$ cat src/rtl/popcnt_pkg.sv
// Shared constants and state type for the sequential population counter.
// Sizing helpers take the word width so every user derives them the same way.
package popcnt_pkg;

    localparam int GROUP = 5;

    typedef enum logic [1:0] {
        IDLE = 2'd0,
        RUN  = 2'd1,
        DONE = 2'd2
    } state_t;

    // Number of RUN cycles: one per 5-bit group, final group zero-padded.
    function automatic int calc_nstep(input int w);
        return (w + GROUP - 1) / GROUP;
    endfunction

    function automatic int calc_cnt_w(input int w);
        return $clog2(w + 1);
    endfunction

endpackage

$ cat src/rtl/popcnt_cnt5.sv
// Combinational ones counter for five bits (result 0..5).
// Two half-adder pairs feed a generate/propagate merge of the weight-1 and weight-2 columns.
module cnt5 (
    input  logic       a,
    input  logic       b,
    input  logic       c,
    input  logic       d,
    input  logic       e,
    output logic [2:0] sum
);

    logic s_ab, c_ab, s_cd, c_cd;
    logic p1, g1, k1;
    logic p2, g2;

    assign s_ab = a ^ b;
    assign c_ab = a & b;
    assign s_cd = c ^ d;
    assign c_cd = c & d;

    // Weight-1 column: k1 is the carry into weight 2 from s_ab, s_cd and e.
    assign p1 = s_ab ^ s_cd;
    assign g1 = s_ab & s_cd;
    assign k1 = g1 | (p1 & e);

    assign p2 = c_ab ^ c_cd;
    assign g2 = c_ab & c_cd;

    assign sum[0] = p1 ^ e;
    assign sum[1] = p2 ^ k1;
    assign sum[2] = g2 | (p2 & k1);

endmodule

$ cat src/rtl/popcnt_seq.sv
// Sequential population counter: consumes a W-bit word five bits per clock
// through a single cnt5, then presents the count on a valid/ready output.
module popcnt_seq
    import popcnt_pkg::*;
#(
    parameter  int W     = 32,
    localparam int CNT_W = calc_cnt_w(W)
) (
    input  logic             clk,
    input  logic             rst_n,
    input  logic             in_valid,
    output logic             in_ready,
    input  logic [W-1:0]     in_data,
    input  logic             abort,
    output logic             out_valid,
    input  logic             out_ready,
    output logic [CNT_W-1:0] out_count,
    output logic             busy
);

    localparam int NSTEP  = calc_nstep(W);
    localparam int SH_W   = NSTEP * GROUP;
    localparam int STEP_W = $clog2(NSTEP + 1);

    state_t             state;
    logic [SH_W-1:0]    shreg;
    logic [CNT_W-1:0]   acc;
    logic [STEP_W-1:0]  step;
    logic [2:0]         grp_sum;
    logic [CNT_W-1:0]   acc_next;

    cnt5 u_cnt5 (
        .a   (shreg[0]),
        .b   (shreg[1]),
        .c   (shreg[2]),
        .d   (shreg[3]),
        .e   (shreg[4]),
        .sum (grp_sum)
    );

    assign acc_next = acc + CNT_W'(grp_sum);

    // All outputs are registered; in_ready/busy are loaded with the decode of the next state.
    always_ff @(posedge clk or negedge rst_n) begin
        if (!rst_n) begin
            state     <= IDLE;
            shreg     <= '0;
            acc       <= '0;
            step      <= '0;
            out_valid <= 1'b0;
            out_count <= '0;
            in_ready  <= 1'b0;
            busy      <= 1'b0;
        end else if (abort) begin
            state     <= IDLE;
            shreg     <= '0;
            acc       <= '0;
            step      <= '0;
            out_valid <= 1'b0;
            in_ready  <= 1'b1;
            busy      <= 1'b0;
        end else begin
            case (state)
                IDLE: begin
                    in_ready <= 1'b1;
                    if (in_valid && in_ready) begin
                        shreg    <= SH_W'(in_data);
                        acc      <= '0;
                        step     <= '0;
                        state    <= RUN;
                        in_ready <= 1'b0;
                        busy     <= 1'b1;
                    end
                end
                RUN: begin
                    shreg <= shreg >> GROUP;
                    acc   <= acc_next;
                    step  <= step + 1'b1;
                    if (step == STEP_W'(NSTEP - 1)) begin
                        state     <= DONE;
                        out_valid <= 1'b1;
                        out_count <= acc_next;
                    end
                end
                DONE: begin
                    // Handoff edge returns to IDLE only; acceptance waits a cycle.
                    if (out_ready) begin
                        state     <= IDLE;
                        out_valid <= 1'b0;
                        in_ready  <= 1'b1;
                        busy      <= 1'b0;
                    end
                end
                default: begin
                    state     <= IDLE;
                    out_valid <= 1'b0;
                    in_ready  <= 1'b1;
                    busy      <= 1'b0;
                end
            endcase
        end
    end

endmodule

$ cat config.mk
export PLATFORM = sky130hd
export DESIGN_NAME = popcnt_seq
export DESIGN_NICKNAME = d
export VERILOG_FILES = /design/src/rtl/popcnt_pkg.sv /design/src/rtl/popcnt_cnt5.sv /design/src/rtl/popcnt_seq.sv
export SDC_FILE = /design/constraint.sdc
export NUM_CORES = 1
export LEC_CHECK = 0
export ABC_AREA = 1
export CAP_MARGIN = 15
export CORE_ASPECT_RATIO = 1.1
export CORE_MARGIN = 8
export CORE_UTILIZATION = 40
export CTS_CLUSTER_SIZE = 10
export DETAILED_ROUTE_END_ITERATION = 10
export GPL_ROUTABILITY_DRIVEN = 0
export HOLD_SLACK_MARGIN = 0.12
export SYNTH_ARGS = -nofsm -noshare
export SYNTH_HDL_FRONTEND = slang
export SYNTH_SLANG_ARGS = --single-unit
export TNS_END_PERCENT = 1
$ cat constraint.sdc
create_clock -name clk -period 7.4 [get_ports clk]
set_clock_uncertainty 0.1 [all_clocks]
set_input_delay 1.11 -clock clk [delete_from_list [all_inputs] [get_ports clk]]
set_output_delay 1.11 -clock clk [all_outputs]
set_load 0.05 [all_outputs]
==> metrics.md <==
| Metric | Value |
|---|---|
| Clk_lat worst skew | `0.31 ns` |
| Top FF cell, synth | `dfrtp_1` |
| Global Route Usage Sum | `13.0%` |
| Critical Path Fanout Max | `46` |
| Outcome | `finished clean` |
| Setup crit start kind | `primary input` |
| Fin. max-slew vios | `0` |
| Grt ovf | `0` |
| Slew @ Worst Pin | `0.665 ns` |
| Initial DRC Count | `74` |
| Post-route ant nets | `0` |
| WS Path Type | `in -> reg` |
| Crit path cell chain | `clkdlybuf4s50_1 -> nor2_2 -> nand3_2 -> o21ai_4 -> buf_4 -> inv_4 -> o21ai_0` |
| Port bufs | `45` |
| Critical path's largest stage delay | `0.55 ns` |
| Fillcell total | `658` |
| TNS Setup | `0 ns` |
| Crit path DAT | `2.97 ns` |
| Post-CTS Resized | `0` |
| RSZ-0062 raised after global routing | `no` |
| Post-layout net count | `445` |
| Leakage | `1.79 nW` |
| Clk slew on worst S/H paths | `0.09 ns` |
| Synth top area share | `49.4%` |
| Antenna cells | `0` |
| H-tree depth | `2` |
| Initial core utilization | `40.7%` |
| Site Rows | `31` |
| Hold bufs inserted after CTS | `0` |
| Slew HR | `55.7%` |
| Maximum vdd drop | `0.0000829 V` |
| DRC Markers | `0` |
| FFs w/ async S/R, synth | `100%` |
| Reg power frac | `50.1%` |
| Crit path max-delay family | `buffers and inverters` |
| Post-synth top cells | `218 x nand2_1, 52 x dfrtp_1, 21 x inv_1` |
| Final Hold Fails | `0` |
| Final Non-Filler Cells | `481` |
| Register bit total from synthesis | `52` |
| Vias per cell | `4.68` |
| Switching Share | `28.8%` |
| Synth top area cells | `dfrtp_1 49%, nand2_1 31%, ha_1 3.3%, inv_1 3.0%, fa_1 2.3%` |
| CTS Buffer Depth | `2` |
| Post-synth top area cell | `dfrtp_1` |
| Largest net degree at the start of global routing | `53` |
| Peak Freq | `352 MHz` |
| Internal Pwr Total | `0.000461 W` |
| Minimum clock period | `2.84 ns` |
| Placed cells | `472` |
| Synth Net Count | `401` |
| Comb pwr share | `19.7%` |
| Vias in the first global route | `2265` |
| Slowest cell on the critical path | `clkdlybuf4s50_1` |
| Via count | `2252` |
| Most numerous cell in the Yosys netlist | `nand2_1` |
| # Max-Cap Violations | `0` |
| Worst Hold Class | `reg -> reg` |
| Layout cells sized above 1 | `5.26%` |
| Synth Instances | `354` |
| Crit end category | `flip-flop` |
| Core area | `6480 sq um` |
| IO Count | `46` |
| Post-DP HPWL | `3760 microns` |
| Chip width | `93.4 microns` |
| EDFF count, synth | `0` |
| Clk pwr share | `30.3%` |
| Wire length of the first global-routing pass | `9980 microns` |
| WP buf/inv | `3` |
| Die area | `9450 sq um` |
| Pwr/cell area | `197 nW/um^2` |
| Count of final setup violators | `0` |
| Total Wirelength | `5680 microns` |
| Initial antenna violation count | `0` |
| Setup repair bufs after CTS | `0` |
| TritonRoute pass-1 iters | `4` |
| Wire per inst | `11.8 microns` |
| P_sw | `0.000187 W` |
| Synth Warn # | `0` |
| Critical path required time | `7.52 ns` |
| Post-route clock period utilization | `38.4%` |
| Layout Area Growth over Synthesis | `24.6%` |
| Clock sinks | `52` |
| Root buffer cell | `clkbuf_8` |
| Register area share after synthesis | `49.4%` |
| TritonCTS Buffers | `5` |
| Post-Syn Area | `2640 sq um` |
| TritonCTS clock tree | `yes` |
| Number of distinct library cells after synthesis | `21` |
| Mean area per synthesized cell | `7.45 sq um` |
| Chip height | `101 microns` |
==> worst reg2reg max path, stage by stage (launching register included) <==
cell and delay [ns]:
dfrtp_1 0.40, ha_1 0.27, inv_1 0.05, fa_1 0.40, fa_1 0.49, inv_1 0.07, fa_1 0.43, nand3_1 0.12
nand3b_1 0.10, nand3_1 0.11, nand2_1 0.05
==> metal layers <==
| layer | wire (microns) | global-route usage [%] |
|---|---|---|
| met5 | 0 | 0 |
| met4 | 77 | 4.84 |
| met3 | 225 | 2.89 |
| met2 | 2670 | 21.8 |
| met1 | 2710 | 15.9 |
==> cells in the final DEF (no fill, tap or decap), drive strengths merged <==
cell             n
nand3b           1
fa               3
bufinv           1
clkinv           1
xor2             1
a21oi            1
xnor2            1
nand2          218
clkbuf           6
buf              5
nand3           11
ha               7
o21ai           15
nand4            1
dfrtp           52
nor2             7
clkdlybuf4s50   44
inv             24
==> layout make-up <==
class / instances / area, sq um / area share, %
multi-input cells: 266 / 1180 / 36.1
flip-flops and latches: 52 / 1300 / 39.6
repair buffers: 49 / 495 / 15.1
clock buffers: 6 / 72.6 / 2.21
inverters: 24 / 92.6 / 2.82
well taps: 82 / 103 / 3.12
clock inverters: 2 / 35.0 / 1.07
==> power groups by stage <==
stage               Sequential, W  Combinational (W)  Clock (W)
finish                   0.000325           0.000127   0.000196
global route             0.000328           0.000149   0.000209
CTS                      0.000325           0.000128   0.000202
detailed placement       0.000330           0.000127          0
global placement         0.000329           0.000126          0
floorplan                0.000331          0.0000760          0
==> path summary, 6_finish.rpt <==
path / slack (ns) / from / endpoint / cells past startpoint
max: 4.56 / abort / acc[3] / 7
min in group asynchronous: 0.80 / rst_n / in_ready / 2
max in group asynchronous: 5.94 / rst_n / shreg[6] / 2
max reg2reg: 4.71 / shreg[0] / out_count[4] / 10
min reg2reg: 0.38 / out_valid / out_valid / 2
min: 0.38 / out_valid / out_valid / 2
==> cells by family (layout without fill, tap and decap cells) <==
logic type | after synthesis | after routing | synth area share, %
buffers and inverters | 36 | 81 | 5.89
and+or+nand+nor | 238 | 238 | 35.0
DFF | 52 | 52 | 49.4
AOI/OAI and AO/OA | 16 | 16 | 3.46
xor gates and xnor gates | 2 | 2 | 0.665
adders and majority gates | 10 | 10 | 5.60
==> metrics by stage <==
stage / setup slack (ns) / utilization, % / total power (W) / hold slack (ns) / instance area [sq um]
floorplan: 4.85 / - / 0.000407 / 0.348 / 2640
global placement: 4.22 / 48.6 / 0.000455 / 0.354 / 3150
detailed placement: 4.17 / 48.6 / 0.000457 / 0.358 / 3150
CTS: 4.48 / 50.3 / 0.000655 / 0.381 / 3260
global route: 4.35 / 50.7 / 0.000687 / 0.411 / 3280
finish: 4.56 / 50.7 / 0.000648 / 0.376 / 3280
==> registers in the layout, summed over array words and instances (netlist names) <==
| signal | count |
|---|---|
| out_count | 6 |
| out_valid | 1 |
| shreg | 32 |
| acc | 6 |
| busy | 1 |
| step | 3 |
| state | 2 |
| in_ready | 1 |
(Power assumes the default switching activity.)
